**src/rtl/match_pkg.sv**
```systemverilog
// rtl/match_pkg.sv - match controller state encoding and shared field widths
package match_pkg;

    typedef enum logic [2:0] {
        ST_IDLE       = 3'd0,
        ST_COUNTDOWN  = 3'd1,
        ST_FIGHT      = 3'd2,
        ST_ROUND_END  = 3'd3,
        ST_MATCH_OVER = 3'd4
    } match_state_t;

    localparam int ROUND_NUM_W   = 3;
    localparam int WINS_W        = 2;
    localparam int ROUND_TIMER_W = 13;
    localparam int FRAME_CNT_W   = 16;
    localparam int MAX_ROUND     = 7;

endpackage

```
**src/rtl/fighter_health.sv**
```systemverilog
// rtl/fighter_health.sv - one fighter's health register with saturating damage
module fighter_health #(
    parameter int HEALTH_W   = 8,
    parameter int MAX_HEALTH = 100,
    parameter int HIT_DMG    = 10,
    parameter int BLOCK_DMG  = 2
) (
    input  logic                Clk,
    input  logic                Reset,
    input  logic                restore,
    input  logic                enable,
    input  logic                hit,
    input  logic                block,
    output logic [HEALTH_W-1:0] health,
    output logic                death,
    output logic [HEALTH_W-1:0] health_next
);

    logic [HEALTH_W-1:0] health_q, health_d;
    logic                death_q, death_d;
    logic [HEALTH_W-1:0] dmg;

    always_comb begin
        dmg      = block ? HEALTH_W'(BLOCK_DMG) : HEALTH_W'(HIT_DMG);
        health_d = health_q;
        if (restore) begin
            health_d = HEALTH_W'(MAX_HEALTH);
        end else if (enable && hit) begin
            health_d = (health_q > dmg) ? health_q - dmg : '0;
        end
        death_d = (health_d == '0);
    end

    always_ff @(posedge Clk) begin
        if (Reset) begin
            health_q <= HEALTH_W'(MAX_HEALTH);
            death_q  <= 1'b0;
        end else begin
            health_q <= health_d;
            death_q  <= death_d;
        end
    end

    assign health      = health_q;
    assign death       = death_q;
    // The top needs post-update health to end a round on the same edge as the KO.
    assign health_next = health_d;

endmodule

```
**src/rtl/match_controller.sv**
```systemverilog
// rtl/match_controller.sv - fighting-game match FSM; MATCH_TIMER_EN enables round timeout
module match_controller
    import match_pkg::*;
#(
    parameter int NUM_PLAYERS      = 2,
    parameter int HEALTH_W         = 8,
    parameter int MAX_HEALTH       = 100,
    parameter int HIT_DMG          = 10,
    parameter int BLOCK_DMG        = 2,
    parameter int ROUNDS_TO_WIN    = 2,
    parameter int COUNTDOWN_FRAMES = 120,
    parameter int ROUND_FRAMES     = 5400,
    parameter int HOLD_FRAMES      = 180
) (
    input  logic                            Clk,
    input  logic                            Reset,
    input  logic                            start,
    input  logic [NUM_PLAYERS-1:0]          hit,
    input  logic [NUM_PLAYERS-1:0]          block,
    output logic [NUM_PLAYERS*HEALTH_W-1:0] health,
    output logic [NUM_PLAYERS-1:0]          death,
    output logic                            game_playing,
    output logic [2:0]                      state,
    output logic [ROUND_NUM_W-1:0]          round_num,
    output logic [NUM_PLAYERS*WINS_W-1:0]   wins,
    output logic [ROUND_TIMER_W-1:0]        round_timer,
    output logic [1:0]                      winner,
    output logic                            winner_valid
);

    if (ROUND_FRAMES < 2 || ROUND_FRAMES >= (1 << ROUND_TIMER_W)) begin : g_bad_round_frames
        $error("ROUND_FRAMES out of range for round_timer");
    end

    match_state_t                  state_q, state_d;
    logic [FRAME_CNT_W-1:0]        cnt_q, cnt_d;
    logic [ROUND_NUM_W-1:0]        round_num_q, round_num_d;
    logic [NUM_PLAYERS*WINS_W-1:0] wins_q, wins_d;
    logic [1:0]                    winner_q, winner_d;
    logic                          winner_valid_q, winner_valid_d;
    logic                          game_playing_q, game_playing_d;
`ifdef MATCH_TIMER_EN
    logic [ROUND_TIMER_W-1:0]      timer_q, timer_d;
`endif

    logic                          restore;
    logic                          fight_en;
    logic [HEALTH_W-1:0]           hn [NUM_PLAYERS];

    for (genvar g = 0; g < NUM_PLAYERS; g++) begin : g_fighter
        fighter_health #(
            .HEALTH_W   (HEALTH_W),
            .MAX_HEALTH (MAX_HEALTH),
            .HIT_DMG    (HIT_DMG),
            .BLOCK_DMG  (BLOCK_DMG)
        ) u_fighter (
            .Clk         (Clk),
            .Reset       (Reset),
            .restore     (restore),
            .enable      (fight_en),
            .hit         (hit[g]),
            .block       (block[g]),
            .health      (health[g*HEALTH_W +: HEALTH_W]),
            .death       (death[g]),
            .health_next (hn[g])
        );
    end

    assign fight_en = (state_q == ST_FIGHT);

    logic [2:0]          alive_cnt;
    logic [1:0]          alive_idx;
    logic [HEALTH_W-1:0] max_h;
    logic [1:0]          max_idx;
    logic                max_tie;
    logic                win_inc;
    logic [1:0]          win_idx;
    logic                champ_found;
    logic [1:0]          champ_idx;

    // Survivor and leader scan over post-update health.
    always_comb begin
        alive_cnt   = '0;
        alive_idx   = '0;
        max_h       = '0;
        max_idx     = '0;
        max_tie     = 1'b0;
        champ_found = 1'b0;
        champ_idx   = '0;
        for (int i = 0; i < NUM_PLAYERS; i++) begin
            if (hn[i] != '0) begin
                alive_cnt = alive_cnt + 3'd1;
                alive_idx = 2'(i);
            end
            if (hn[i] > max_h) begin
                max_h   = hn[i];
                max_idx = 2'(i);
                max_tie = 1'b0;
            end else if (hn[i] == max_h) begin
                max_tie = 1'b1;
            end
            if (!champ_found && wins_q[i*WINS_W +: WINS_W] == WINS_W'(ROUNDS_TO_WIN)) begin
                champ_found = 1'b1;
                champ_idx   = 2'(i);
            end
        end
    end

    always_comb begin
        state_d        = state_q;
        cnt_d          = cnt_q;
        round_num_d    = round_num_q;
        wins_d         = wins_q;
        winner_d       = winner_q;
        winner_valid_d = winner_valid_q;
        restore        = 1'b0;
        win_inc        = 1'b0;
        win_idx        = '0;
`ifdef MATCH_TIMER_EN
        timer_d        = timer_q;
`endif
        case (state_q)
            ST_IDLE, ST_MATCH_OVER: begin
                if (start) begin
                    state_d        = ST_COUNTDOWN;
                    cnt_d          = '0;
                    round_num_d    = ROUND_NUM_W'(1);
                    wins_d         = '0;
                    winner_d       = '0;
                    winner_valid_d = 1'b0;
                    restore        = 1'b1;
`ifdef MATCH_TIMER_EN
                    timer_d        = '0;
`endif
                end
            end
            ST_COUNTDOWN: begin
                if (cnt_q == FRAME_CNT_W'(COUNTDOWN_FRAMES - 1)) begin
                    state_d = ST_FIGHT;
                    cnt_d   = '0;
`ifdef MATCH_TIMER_EN
                    timer_d = ROUND_TIMER_W'(ROUND_FRAMES);
`endif
                end else begin
                    cnt_d = cnt_q + 1'b1;
                end
            end
            ST_FIGHT: begin
`ifdef MATCH_TIMER_EN
                if (timer_q != '0) timer_d = timer_q - 1'b1;
`endif
                if (alive_cnt <= 3'd1) begin
                    state_d        = ST_ROUND_END;
                    cnt_d          = '0;
                    winner_d       = (alive_cnt == 3'd1) ? alive_idx : 2'd0;
                    winner_valid_d = (alive_cnt == 3'd1);
                    win_inc        = (alive_cnt == 3'd1);
                    win_idx        = alive_idx;
                end
`ifdef MATCH_TIMER_EN
                else if (timer_q == ROUND_TIMER_W'(1)) begin
                    state_d        = ST_ROUND_END;
                    cnt_d          = '0;
                    winner_d       = max_tie ? 2'd0 : max_idx;
                    winner_valid_d = !max_tie;
                    win_inc        = !max_tie;
                    win_idx        = max_idx;
                end
`endif
            end
            ST_ROUND_END: begin
                if (cnt_q == FRAME_CNT_W'(HOLD_FRAMES - 1)) begin
                    cnt_d = '0;
                    if (champ_found) begin
                        state_d        = ST_MATCH_OVER;
                        winner_d       = champ_idx;
                        winner_valid_d = 1'b1;
                    end else begin
                        state_d        = ST_COUNTDOWN;
                        restore        = 1'b1;
                        winner_valid_d = 1'b0;
                        if (round_num_q != ROUND_NUM_W'(MAX_ROUND))
                            round_num_d = round_num_q + 1'b1;
                    end
                end else begin
                    cnt_d = cnt_q + 1'b1;
                end
            end
            default: state_d = ST_IDLE;
        endcase

        for (int i = 0; i < NUM_PLAYERS; i++) begin
            if (win_inc && win_idx == 2'(i))
                wins_d[i*WINS_W +: WINS_W] = wins_q[i*WINS_W +: WINS_W] + 1'b1;
        end
        game_playing_d = (state_d == ST_FIGHT);
    end

    always_ff @(posedge Clk) begin
        if (Reset) begin
            state_q        <= ST_IDLE;
            cnt_q          <= '0;
            round_num_q    <= '0;
            wins_q         <= '0;
            winner_q       <= '0;
            winner_valid_q <= 1'b0;
            game_playing_q <= 1'b0;
`ifdef MATCH_TIMER_EN
            timer_q        <= '0;
`endif
        end else begin
            state_q        <= state_d;
            cnt_q          <= cnt_d;
            round_num_q    <= round_num_d;
            wins_q         <= wins_d;
            winner_q       <= winner_d;
            winner_valid_q <= winner_valid_d;
            game_playing_q <= game_playing_d;
`ifdef MATCH_TIMER_EN
            timer_q        <= timer_d;
`endif
        end
    end

    assign state        = state_q;
    assign round_num    = round_num_q;
    assign wins         = wins_q;
    assign winner       = winner_q;
    assign winner_valid = winner_valid_q;
    assign game_playing = game_playing_q;
`ifdef MATCH_TIMER_EN
    assign round_timer  = timer_q;
`else
    assign round_timer  = '0;
`endif

endmodule
```
**config.mk**
```make
export PLATFORM = sky130hd
export DESIGN_NAME = match_controller
export DESIGN_NICKNAME = d
export VERILOG_FILES = /design/src/rtl/match_pkg.sv /design/src/rtl/fighter_health.sv /design/src/rtl/match_controller.sv
export SDC_FILE = /design/constraint.sdc
export NUM_CORES = 1
export LEC_CHECK = 0
export BUFFER_PORTS_ARGS = -buffer_cell sky130_fd_sc_hd__clkbuf_2
export CELL_PAD_IN_SITES_DETAIL_PLACEMENT = 1
export CELL_PAD_IN_SITES_GLOBAL_PLACEMENT = 1
export CORE_ASPECT_RATIO = 0.8
export CORE_MARGIN = 10
export CORE_UTILIZATION = 38
export DETAILED_ROUTE_END_ITERATION = 10
export PLACE_DENSITY_LB_ADDON = 0.05
export SKIP_CTS_REPAIR_TIMING = 1
export SLEW_MARGIN = 20
export SYNTH_ARGS = -nofsm -noshare
export SYNTH_HDL_FRONTEND = slang
export SYNTH_HIERARCHICAL = 1
export SYNTH_SLANG_ARGS = --single-unit
```
**constraint.sdc**
```tcl
create_clock -name Clk -period 3.65 [get_ports Clk]
set_input_delay 0.1825 -clock Clk [delete_from_list [all_inputs] [get_ports Clk]]
set_output_delay 0.1825 -clock Clk [all_outputs]
set_load 0.005 [all_outputs]
```
==> flow_summary.toml <==
[status]
status = "complete, but fails checks"
violations = "setup timing"

[clocking]
cts_tree = "done"
clk_latency_ns = 0.30
clock-root-buffer = "clkbuf_8"
clock-sinks = 47
path_clk_slew_ns = 0.09
cts.htree.levels = 2
cts_buffers = 5
clk_path_buf_depth = 2

[yosys]
syn_avg_cell_area_um2 = 8.30
muxShareOfSynthArea_pct = 1.07
synth_most_common_cell = "dfxtp_1"
synth_top_family_by_area = "simple AND/OR/NAND/NOR gates"
synthSimpleGateAreaFrac_pct = 33.5
netlist_area_um2 = 2920
synth-xor-area-share_pct = 4.20
syn_inst = 352
yosysSeqAreaShare_pct = 32.2
synth_compound_area_share_pct = 17.1
synth_area_leader_cell = "dfxtp_1"
yosys.area.top_type_share_pct = 32.2
ys_top_cells_by_count = "dfxtp_1 (47), nor2_1 (36), nand2_1 (25)"
synth_area_leaders = "dfxtp_1 (32%), ha_1 (4.7%), nor2_1 (4.6%)"
synth_fa_ha_area_share_pct = 4.71
synth.distinct_cells = 60
synth_warnings = 6
synth_flop_cell = "dfxtp_1"
ys_ff_latch = 47
synthArstFlopShare_pct = 0
synth_edf_count = 0

[detailed_routing]
drtIter0Drc = 91
drc = 0
antenna_left = 0
wl_per_cell_um = 17.0
routed_wl_um = 9120
dr.pass1.iters = 4
vias_per_cell = 5.31
vias = 2853

[power_and_ir_drop]
p_total_w = 0.00104
vdd_drop_max_mv = 0.196
p_leak_nw = 1.47
powerDensity_nw_per_um2 = 274

[critical_path]
crit_path_max_incr_delay_ns = 0.51
cp_cell_sequence = "or4bb_1, or4_4, or2_4, o21ai_4, buf_12, nor2_4, nor4_2, nand2_1, ha_2, nand2b_4, a21o_1, nor3b_2, buf_4, buf_6, a21o_1, a22o_1"
crit_slowest_cell = "or4bb_1"
crit_type = "register to register"
worstPathRequired_ns = 3.85
worstPathArrival_ns = 4.03
worst_path_most_repeated_cell = "a21o_1"
end_kind = "register"
cp_top_family = "simple AND/OR/NAND/NOR gates"
reg2reg_slack_ns = -0.18
cp-start-kind = "register"
crit_buf_inv = 3
worst-path-max-fanout = 7

[placement]
place.gp.congestion = 0.811
dp_hpwl_um = 6940
portBuffers = 37
preCtsSetupSlack_ns = -0.303
dpl_cell_area_um2 = 3470

[layout]
final_cell_area_um2 = 3810
multi_input_area_um2 = 2010
antenna_cells = 0
fin_nets = 449
regArea_um2 = 943
area_delta_synth_final_pct = 30.5
fillerInstances = 932
layout-drive-gt1-share_pct = 34.5

[timing]
fin_ws_ns = -0.176
slew_violations = 0
worst_slew_pin_slew_ns = 0.721
finClkSkew_ns = 0.00702
setup_viol = 15
finalCritPeriodShare_pct = 105
timing.final.crit_period_ns = 3.83
fin_tns_setup_ns = -1.23
hold_slack_ns = 0.303
slew-limit-headroom_pct = 52.0
rsz0062_at_grt = "yes"
fmax_ghz = 0.261
hold_violations = 0

[global_routing]
antenna_found_initial = 0
gr-total-overflow = 0
grt.total_usage_pct = 14.9
grt_pass1_wl_um = 14800
grt_pass1_vias = 2910
grt_max_degree = 31

[run]
drv_cap = 0

[die]
die_h_um = 98.4
std_cell_rows = 28
dieArea_um2 = 11600
pin_count = 52
start_util_pct = 39.3
core_um2 = 7430
die_w_um = 118

[min_path]
min_path_type = "primary input to register"
## worst min-delay path, cell delays in order
cell      delay [ns]
clkbuf_2        0.10
inv_1           0.09
a22oi_1         0.09
nor2_1          0.10
## state kept, by name, summed over array words and instances, names as in the netlist, 2 cells and up
signal and cells:
cnt_q 16, g_fighter.u_fighter/health 16, wins 4, round_num 3
state 3, g_fighter.u_fighter/death 2
## power by group
part | leakage, nW | switching (W) | internal, W
Sequential | 0.381 | 0.00000453 | 0.000517
Combinational | 1.03 | 0.0000732 | 0.0000482
Clock | 0.0612 | 0.000180 | 0.000222
## final cells by class
cell class	count	share of cell area, %
Inverter	12	1.18
Clock inverter	2	0.919
Clock buffer	6	2.17
Multi-Input combinational cell	282	52.7
Timing Repair Buffer	83	14.9
Tap cell	105	3.44
Sequential cell	47	24.7
## logic make-up (layout without fill, tap and decap cells)
kind of cell / count (synthesis) / in the layout
simple gates: 166 / 166
compound gates: 74 / 74
flops: 47 / 47
buf+inv: 36 / 103
xor+xnor: 14 / 14
fa+ha+maj: 11 / 11
mux: 3 / 3
other cells: 1 / 14
## through the flow
stage / instances / util [%]
6_report: 537 / 51.3
5_1_grt: 537 / 51.3
4_1_cts: 531 / 48.3
3_5_place_dp: 523 / 46.7
3_3_place_gp: 523 / 46.7
2_1_floorplan: 365 / -
## layer usage
metal,vias to the layer above,wire length [um],global-route usage (%)
met5,-,0,0
met4,0,34,1.90
met3,5,352,3.19
met2,48,4150,24.1
met1,1394,4580,20.4
li1,1406,-,-
## path summary, 6_finish.rpt
path | to | startpoint | cells after the start
max | cnt_q[7] | cnt_q[9] | 16
min | state[2] | start | 4
max reg2reg | cnt_q[7] | cnt_q[9] | 16
min reg2reg | round_num[1] | round_num[1] | 2
## cells in the final DEF (no fill, tap or decap), types with 4 or more instances in the layout
master / n
or2_2: 6
a21oi_1: 15
xnor2_1: 12
inv_1: 12
nor3_1: 11
a21o_1: 6
nor2_1: 30
dfxtp_1: 45
a31oi_1: 7
nor3_2: 4
nor2b_1: 5
nor3b_1: 4
nand2_1: 25
ha_1: 9
conb_1: 14
nor2_2: 4
nand3_1: 16
o21ai_0: 12
clkbuf_8: 6
o211ai_1: 4
buf_4: 42
nor4_1: 6
nand2b_1: 11
nor4_2: 5
clkbuf_2: 37
Power figures use the tool's default switching activity.
